===== config.mk =====
export PLATFORM = sky130hd
export DESIGN_NAME = led_seq_player_flat
export DESIGN_NICKNAME = d
export VERILOG_FILES = /design/src/rtl/led_seq_if.sv /design/src/rtl/led_seq_player.sv /design/src/flat_wrapper.sv
export SDC_FILE = /design/constraint.sdc
export NUM_CORES = 1
export LEC_CHECK = 0
export CORE_AREA = 2 2 71 73
export DETAILED_ROUTE_END_ITERATION = 8
export DIE_AREA = 0 0 73 75
export GPL_TIMING_DRIVEN = 0
export PLACE_DENSITY = 0.85
export SLEW_MARGIN = 0
export SYNTH_ARGS = -nofsm -noshare
export SYNTH_HDL_FRONTEND = slang
export SYNTH_SLANG_ARGS = --single-unit

===== constraint.sdc =====
create_clock -name clk -period 5.3 [get_ports clk]
set_input_delay 0.53 -clock clk [delete_from_list [all_inputs] [get_ports clk]]
set_output_delay 0.53 -clock clk [all_outputs]
set_load 0.01 [all_outputs]

===== src/rtl/led_seq_if.sv =====
// Control/status bundle between the game FSM (master) and the LED sequence player (slave).
interface led_seq_if #(
  parameter int unsigned DEPTH = 16
);
  localparam int unsigned LEN_W = $clog2(DEPTH) + 1;

  logic             push;
  logic [1:0]       push_color;
  logic             clear;
  logic             start;
  logic             busy;
  logic             done;
  logic             full;
  logic [LEN_W-1:0] seq_len;
  logic [3:0]       led;

  modport master (
    output push, push_color, clear, start,
    input  busy, done, full, seq_len, led
  );

  modport slave (
    input  push, push_color, clear, start,
    output busy, done, full, seq_len, led
  );
endinterface


===== src/rtl/led_seq_player.sv =====
// Plays a stored Simon Says colour sequence on one-hot LEDs, paced by ticks from the slow LED clock.
// Optional LED_SEQ_FLASH_ALL_EN adds a final all-LEDs flash before done.
module led_seq_player #(
  parameter int unsigned DEPTH     = 16,
  parameter int unsigned ON_TICKS  = 3,
  parameter int unsigned OFF_TICKS = 1
) (
  input  logic      clk,
  input  logic      rst,
  input  logic      slowclk,
  led_seq_if.slave  bus
);

  localparam int unsigned IDX_W = $clog2(DEPTH);
  localparam int unsigned LEN_W = IDX_W + 1;
  localparam int unsigned MAX_T = (ON_TICKS > OFF_TICKS) ? ON_TICKS : OFF_TICKS;
  localparam int unsigned CNT_W = $clog2(MAX_T) + 1;

`ifdef LED_SEQ_FLASH_ALL_EN
  typedef enum logic [2:0] {IDLE, ON, GAP, FLASH, DONE} state_t;
`else
  typedef enum logic [2:0] {IDLE, ON, GAP, DONE} state_t;
`endif

  state_t           state, state_d;
  logic [CNT_W-1:0] cnt, cnt_d;
  logic [IDX_W-1:0] idx, idx_d;
  logic [LEN_W-1:0] len_q, len_d;
  logic [3:0]       led_q, led_d;
  logic             busy_q, done_q, full_q;
  logic             wr_en;
  logic             s1, s2, s3;
  logic             tick_c;
  logic [IDX_W-1:0] last_idx_c;
  logic [1:0]       seq_mem [DEPTH];

  function automatic logic [3:0] onehot(input logic [1:0] c);
    return 4'b0001 << c;
  endfunction

  // slowclk is sampled as data; both of its edges become one-cycle ticks
  always_ff @(posedge clk or negedge rst) begin
    if (!rst) begin
      s1 <= 1'b0;
      s2 <= 1'b0;
      s3 <= 1'b0;
    end else begin
      s1 <= slowclk;
      s2 <= s1;
      s3 <= s2;
    end
  end

  assign tick_c     = s2 ^ s3;
  assign last_idx_c = IDX_W'(len_q - LEN_W'(1));

  // Colour storage; contents survive playback and reset
  always_ff @(posedge clk) begin
    if (wr_en) seq_mem[IDX_W'(len_q)] <= bus.push_color;
  end

  always_ff @(posedge clk or negedge rst) begin
    if (!rst) begin
      state  <= IDLE;
      cnt    <= '0;
      idx    <= '0;
      len_q  <= '0;
      led_q  <= '0;
      busy_q <= 1'b0;
      done_q <= 1'b0;
      full_q <= 1'b0;
    end else begin
      state  <= state_d;
      cnt    <= cnt_d;
      idx    <= idx_d;
      len_q  <= len_d;
      led_q  <= led_d;
      busy_q <= (state_d != IDLE);
      done_q <= (state_d == DONE);
      full_q <= (len_d == LEN_W'(DEPTH));
    end
  end

  // Next-state and next-output logic; clear overrides everything
  always_comb begin
    state_d = state;
    cnt_d   = cnt;
    idx_d   = idx;
    len_d   = len_q;
    led_d   = led_q;
    wr_en   = 1'b0;

    if (bus.clear) begin
      state_d = IDLE;
      cnt_d   = '0;
      idx_d   = '0;
      len_d   = '0;
      led_d   = '0;
    end else begin
      unique case (state)
        IDLE: begin
          if (bus.start) begin
            cnt_d = '0;
            idx_d = '0;
            if (len_q != '0) begin
              state_d = ON;
              led_d   = onehot(seq_mem[0]);
            end else begin
              state_d = DONE;
            end
          end else if (bus.push && !full_q) begin
            wr_en = 1'b1;
            len_d = len_q + LEN_W'(1);
          end
        end
        ON: begin
          if (tick_c) begin
            if (cnt == CNT_W'(ON_TICKS - 1)) begin
              state_d = GAP;
              led_d   = '0;
              cnt_d   = '0;
            end else begin
              cnt_d = cnt + CNT_W'(1);
            end
          end
        end
        GAP: begin
          if (tick_c) begin
            if (cnt == CNT_W'(OFF_TICKS - 1)) begin
              cnt_d = '0;
              if (idx == last_idx_c) begin
`ifdef LED_SEQ_FLASH_ALL_EN
                state_d = FLASH;
                led_d   = 4'b1111;
`else
                state_d = DONE;
`endif
              end else begin
                idx_d   = idx + IDX_W'(1);
                state_d = ON;
                led_d   = onehot(seq_mem[idx + IDX_W'(1)]);
              end
            end else begin
              cnt_d = cnt + CNT_W'(1);
            end
          end
        end
`ifdef LED_SEQ_FLASH_ALL_EN
        FLASH: begin
          if (tick_c) begin
            if (cnt == CNT_W'(ON_TICKS - 1)) begin
              state_d = DONE;
              led_d   = '0;
              cnt_d   = '0;
            end else begin
              cnt_d = cnt + CNT_W'(1);
            end
          end
        end
`endif
        DONE:    state_d = IDLE;
        default: state_d = IDLE;
      endcase
    end
  end

  assign bus.busy    = busy_q;
  assign bus.done    = done_q;
  assign bus.full    = full_q;
  assign bus.seq_len = len_q;
  assign bus.led     = led_q;

endmodule


===== src/flat_wrapper.sv =====
// flat-port wrapper written by rule: the top's interface ports become plain ports
module led_seq_player_flat 
#(
  parameter int unsigned DEPTH     = 16,
  parameter int unsigned ON_TICKS  = 3,
  parameter int unsigned OFF_TICKS = 1
)
  (clk, rst, slowclk, bus_push, bus_push_color, bus_clear, bus_start, bus_busy, bus_done, bus_full, bus_seq_len, bus_led);
  led_seq_if #(.DEPTH(DEPTH)) bus_i ();
  input  logic clk;
  input  logic rst;
  input  logic slowclk;
  input wire logic [$bits(bus_i.push)-1:0] bus_push;
  input wire logic [$bits(bus_i.push_color)-1:0] bus_push_color;
  input wire logic [$bits(bus_i.clear)-1:0] bus_clear;
  input wire logic [$bits(bus_i.start)-1:0] bus_start;
  output wire logic [$bits(bus_i.busy)-1:0] bus_busy;
  output wire logic [$bits(bus_i.done)-1:0] bus_done;
  output wire logic [$bits(bus_i.full)-1:0] bus_full;
  output wire logic [$bits(bus_i.seq_len)-1:0] bus_seq_len;
  output wire logic [$bits(bus_i.led)-1:0] bus_led;
  assign bus_i.push = bus_push;
  assign bus_i.push_color = bus_push_color;
  assign bus_i.clear = bus_clear;
  assign bus_i.start = bus_start;
  assign bus_busy = bus_i.busy;
  assign bus_done = bus_i.done;
  assign bus_full = bus_i.full;
  assign bus_seq_len = bus_i.seq_len;
  assign bus_led = bus_i.led;
  led_seq_player #(.DEPTH(DEPTH), .ON_TICKS(ON_TICKS), .OFF_TICKS(OFF_TICKS)) u_core (.clk(clk), .rst(rst), .slowclk(slowclk), .bus(bus_i));
endmodule

==> results.md <==
- All-layer global routing usage: 0.220
- Worst slew margin relative to its limit: 0.277
- Final weighted congestion in routability-driven placement: 0.826
- Final critical-path required period: 2.61 ns
- Filler cells: 308
- Number of I/O pins: 20
- Number of buffers inserted by hold repair at cts: 0
- Clock-pin slew on the worst setup and hold paths: 0.07 ns
- Fraction of final layout cells with drive strength greater than 1: 0.146
- Vert. Die Dim: 75 µm
- Portion of the clock cycle consumed by the worst path in the final layout: 0.493
- Number of placed instances with taps included: 291
- Final nets: 264
- CP startpoint kind: register
- Cell Rows: 25
- Max cap viols: 0
- Status: finished, final reports clean
- Average detailed-routed wire length per instance: 17.2 µm
- Wire length of the first global-routing pass: 8620 µm
- Hold depth: 0
- Hold crit path type: register to register
- Critical path endpoint category: register
- Horizontal die dimension: 73 µm
- Number of iterations in the first detailed-routing pass: 4
- Cell types occupying the most area after synthesis: sky130_fd_sc_hd__edfxtp_1 (34%), sky130_fd_sc_hd__dfrtp_1 (22%), sky130_fd_sc_hd__mux4_2 (6.3%), sky130_fd_sc_hd__ha_1 (3.5%), sky130_fd_sc_hd__mux2i_1 (3.5%)
- Setup violations, final: 0
- Resized Gates After CTS: 0
- Die outline area: 0.00548 mm²
- Cts bufs inserted: 9
- Net Count, Synth: 234
- Antenna viol nets, final: 0
- Post-detailed-placement cell area: 0.00310 mm²
- Average cell area after synthesis: 13.0 µm²
- Starting utilization of the core area: 0.609
- Area occupied by multi-input gates: 0.00118 mm²
- Root buffer cell: sky130_fd_sc_hd__clkbuf_8
- Leakage power figure: 1.29 nW
- HPWL Detailed: 3700 µm
- Count of different cell masters after synthesis: 45
- Post-CTS setup buffer count: 0
- Pin count of the biggest net entering global routing: 26
- Post-detailed-route DRC marker count: 0
- Number of global-route vias before repair: 1,797
- Most used flip-flop cell after synthesis: sky130_fd_sc_hd__edfxtp_1
- Non-filler cells, final: 307
- Slew at the pin closest to its max-slew limit: 1.08 ns
- Post-layout total power: 0.947 mW
- Achievable clock frequency: 0.383 GHz
- Worst setup path category: register to register
- Total Wirelength: 5270 µm
- Ranking of synthesized cells by instance count: sky130_fd_sc_hd__edfxtp_1 (32), sky130_fd_sc_hd__nor2_1 (26), sky130_fd_sc_hd__dfrtp_1 (25), sky130_fd_sc_hd__mux2i_1 (10), sky130_fd_sc_hd__nand2_1 (9)
- Synth async-reset ratio: 0.439
- Sequential cell area: 0.00159 mm²
- Clock latency of the later-clocked register in the worst-skew pair: 0.34 ns
- Crit path required time: 5.53 ns
- Sequential-to-total area share from yosys stat: 0.559
- R2r worst-path depth: 7
- Gate count after technology mapping: 218
- Layout overhead on the synthesized area: 15.7%
- Post-route worst hold slack: 0.353 ns
- Unrepaired setup endpoints after global routing: no
- Count of port buffers added during placement: 19
- Number of failing hold endpoints at the final stage: 0
- Sinks on the clock net: 57
- Post-synth top area cell: sky130_fd_sc_hd__edfxtp_1
- Maximum net fanout on the critical path: 9
- Clock tree from TritonCTS: built
- Number of antenna repair diodes: 0
- Total negative setup slack: 0 ns
- Setup ws final: 2.69 ns
- Slew Viols, Final: 0
- Worst slack, placed: 2.62 ns
- Maximum vdd drop: 215 µV
- Cell area after layout: 0.00329 mm²
- Clock H-tree levels: 3
- Via total after detailed routing: 1,810
- Post-route clock skew: 0.00754 ns
- Core box area: 0.00466 mm²
- Count leader, synth: sky130_fd_sc_hd__edfxtp_1
- Average via count per standard cell: 5.90
- Arrival time reported for the critical path endpoint: 2.84 ns
- Leftover overflow at the end of global routing: 0
- EDFF count, synth: 32
- Antenna violations before repair: 0
- Post-synthesis sequential element count: 57
- Yosys Warn Count: 0
- Initial DRC Count: 116
- Netlist area before placement: 0.00284 mm²
- Power density over cell area: 288 mW/mm²
- Core occupancy in the finished layout: 0.705
- Longest Clk Path Bufs: 2
- Share of the synthesized area in the top cell type: 0.338
-- routing by layer --
layer,share of wire,vias to the layer above,wire (µm),GRT usage
li1,-,866,-,-
met1,0.46,896,2430,0.290
met2,0.48,37,2540,0.331
met3,0.030,11,157,0.0562
met4,0.027,0,141,0.136
met5,0,-,0,0
-- report_power, final --
part / switching, mW / internal, mW
Sequential: 0.00446 / 0.476
Clock: 0.166 / 0.227
Combinational: 0.0415 / 0.0324
-- cell usage in the layout (no fill, tap or decap), drive strengths merged, types with 3 or more instances in the layout --
cell           Yosys  routed
nor3               7       7
nor2              27      27
nand2              9       9
xor2               7       7
xnor2              6       6
edfxtp            32      32
o31ai              7       7
dfrtp             25      25
ha                 8       8
clkbuf             2      14
or3                4       4
nor4b              3       3
mux4               8       8
nor2b              5       5
nand2b             8       8
clkdlybuf4s50      0      19
a21oi              7       7
buf                7       7
mux2               4       4
o21ai              3       3
nand3              6       6
inv                5       5
mux2i             10      10
clkinv             0       3
-- sequential cells by signal (all words and copies together) (netlist names), 3 cells and up --
name / cells
u_core.cnt: 3
u_core.seq_mem: 32
u_core.idx: 4
u_core.bus.seq_len: 5
u_core.bus.led: 4
u_core.state: 3
-- kinds of logic after synthesis --
group / share of synthesized area
simple gates: 0.149
mux: 0.115
fa+ha+maj: 0.0352
flops: 0.559
xor+xnor: 0.0401
compound gates: 0.0749
other cells: 0.00132
buf+inv: 0.0264
-- area by class of cell --
type / count / area share
tap: 54 / 0.0206
clock buffer: 12 / 0.0442
inverter: 5 / 0.00571
sequential: 57 / 0.483
multi-input combinational: 147 / 0.359
clock inverter: 4 / 0.0133
timing repair buffer: 19 / 0.0579
buffer: 9 / 0.0171
-- final timing paths --
check / to / startpoint / slack [ns]
setup / recovery: u_core.bus.led[2] / u_core.idx[0] / 2.69
hold / removal: u_core.s2 / u_core.s1 / 0.35
setup reg to reg: u_core.bus.led[2] / u_core.idx[0] / 2.69
hold reg to reg: u_core.s2 / u_core.s1 / 0.35
max in group asynchronous: u_core.s1 / rst / 3.87
min in group asynchronous: u_core.idx[0] / rst / 0.78
-- worst max-delay path, stage by stage, from the launching register on --
cell	delay, ns
sky130_fd_sc_hd__dfrtp_1	0.43
sky130_fd_sc_hd__ha_1	0.29
sky130_fd_sc_hd__clkbuf_1	0.41
sky130_fd_sc_hd__mux4_2	0.56
sky130_fd_sc_hd__mux2i_1	0.14
sky130_fd_sc_hd__mux2i_1	0.11
sky130_fd_sc_hd__a211o_1	0.34
sky130_fd_sc_hd__o31ai_1	0.23
Power figures use the tool's default switching activity.
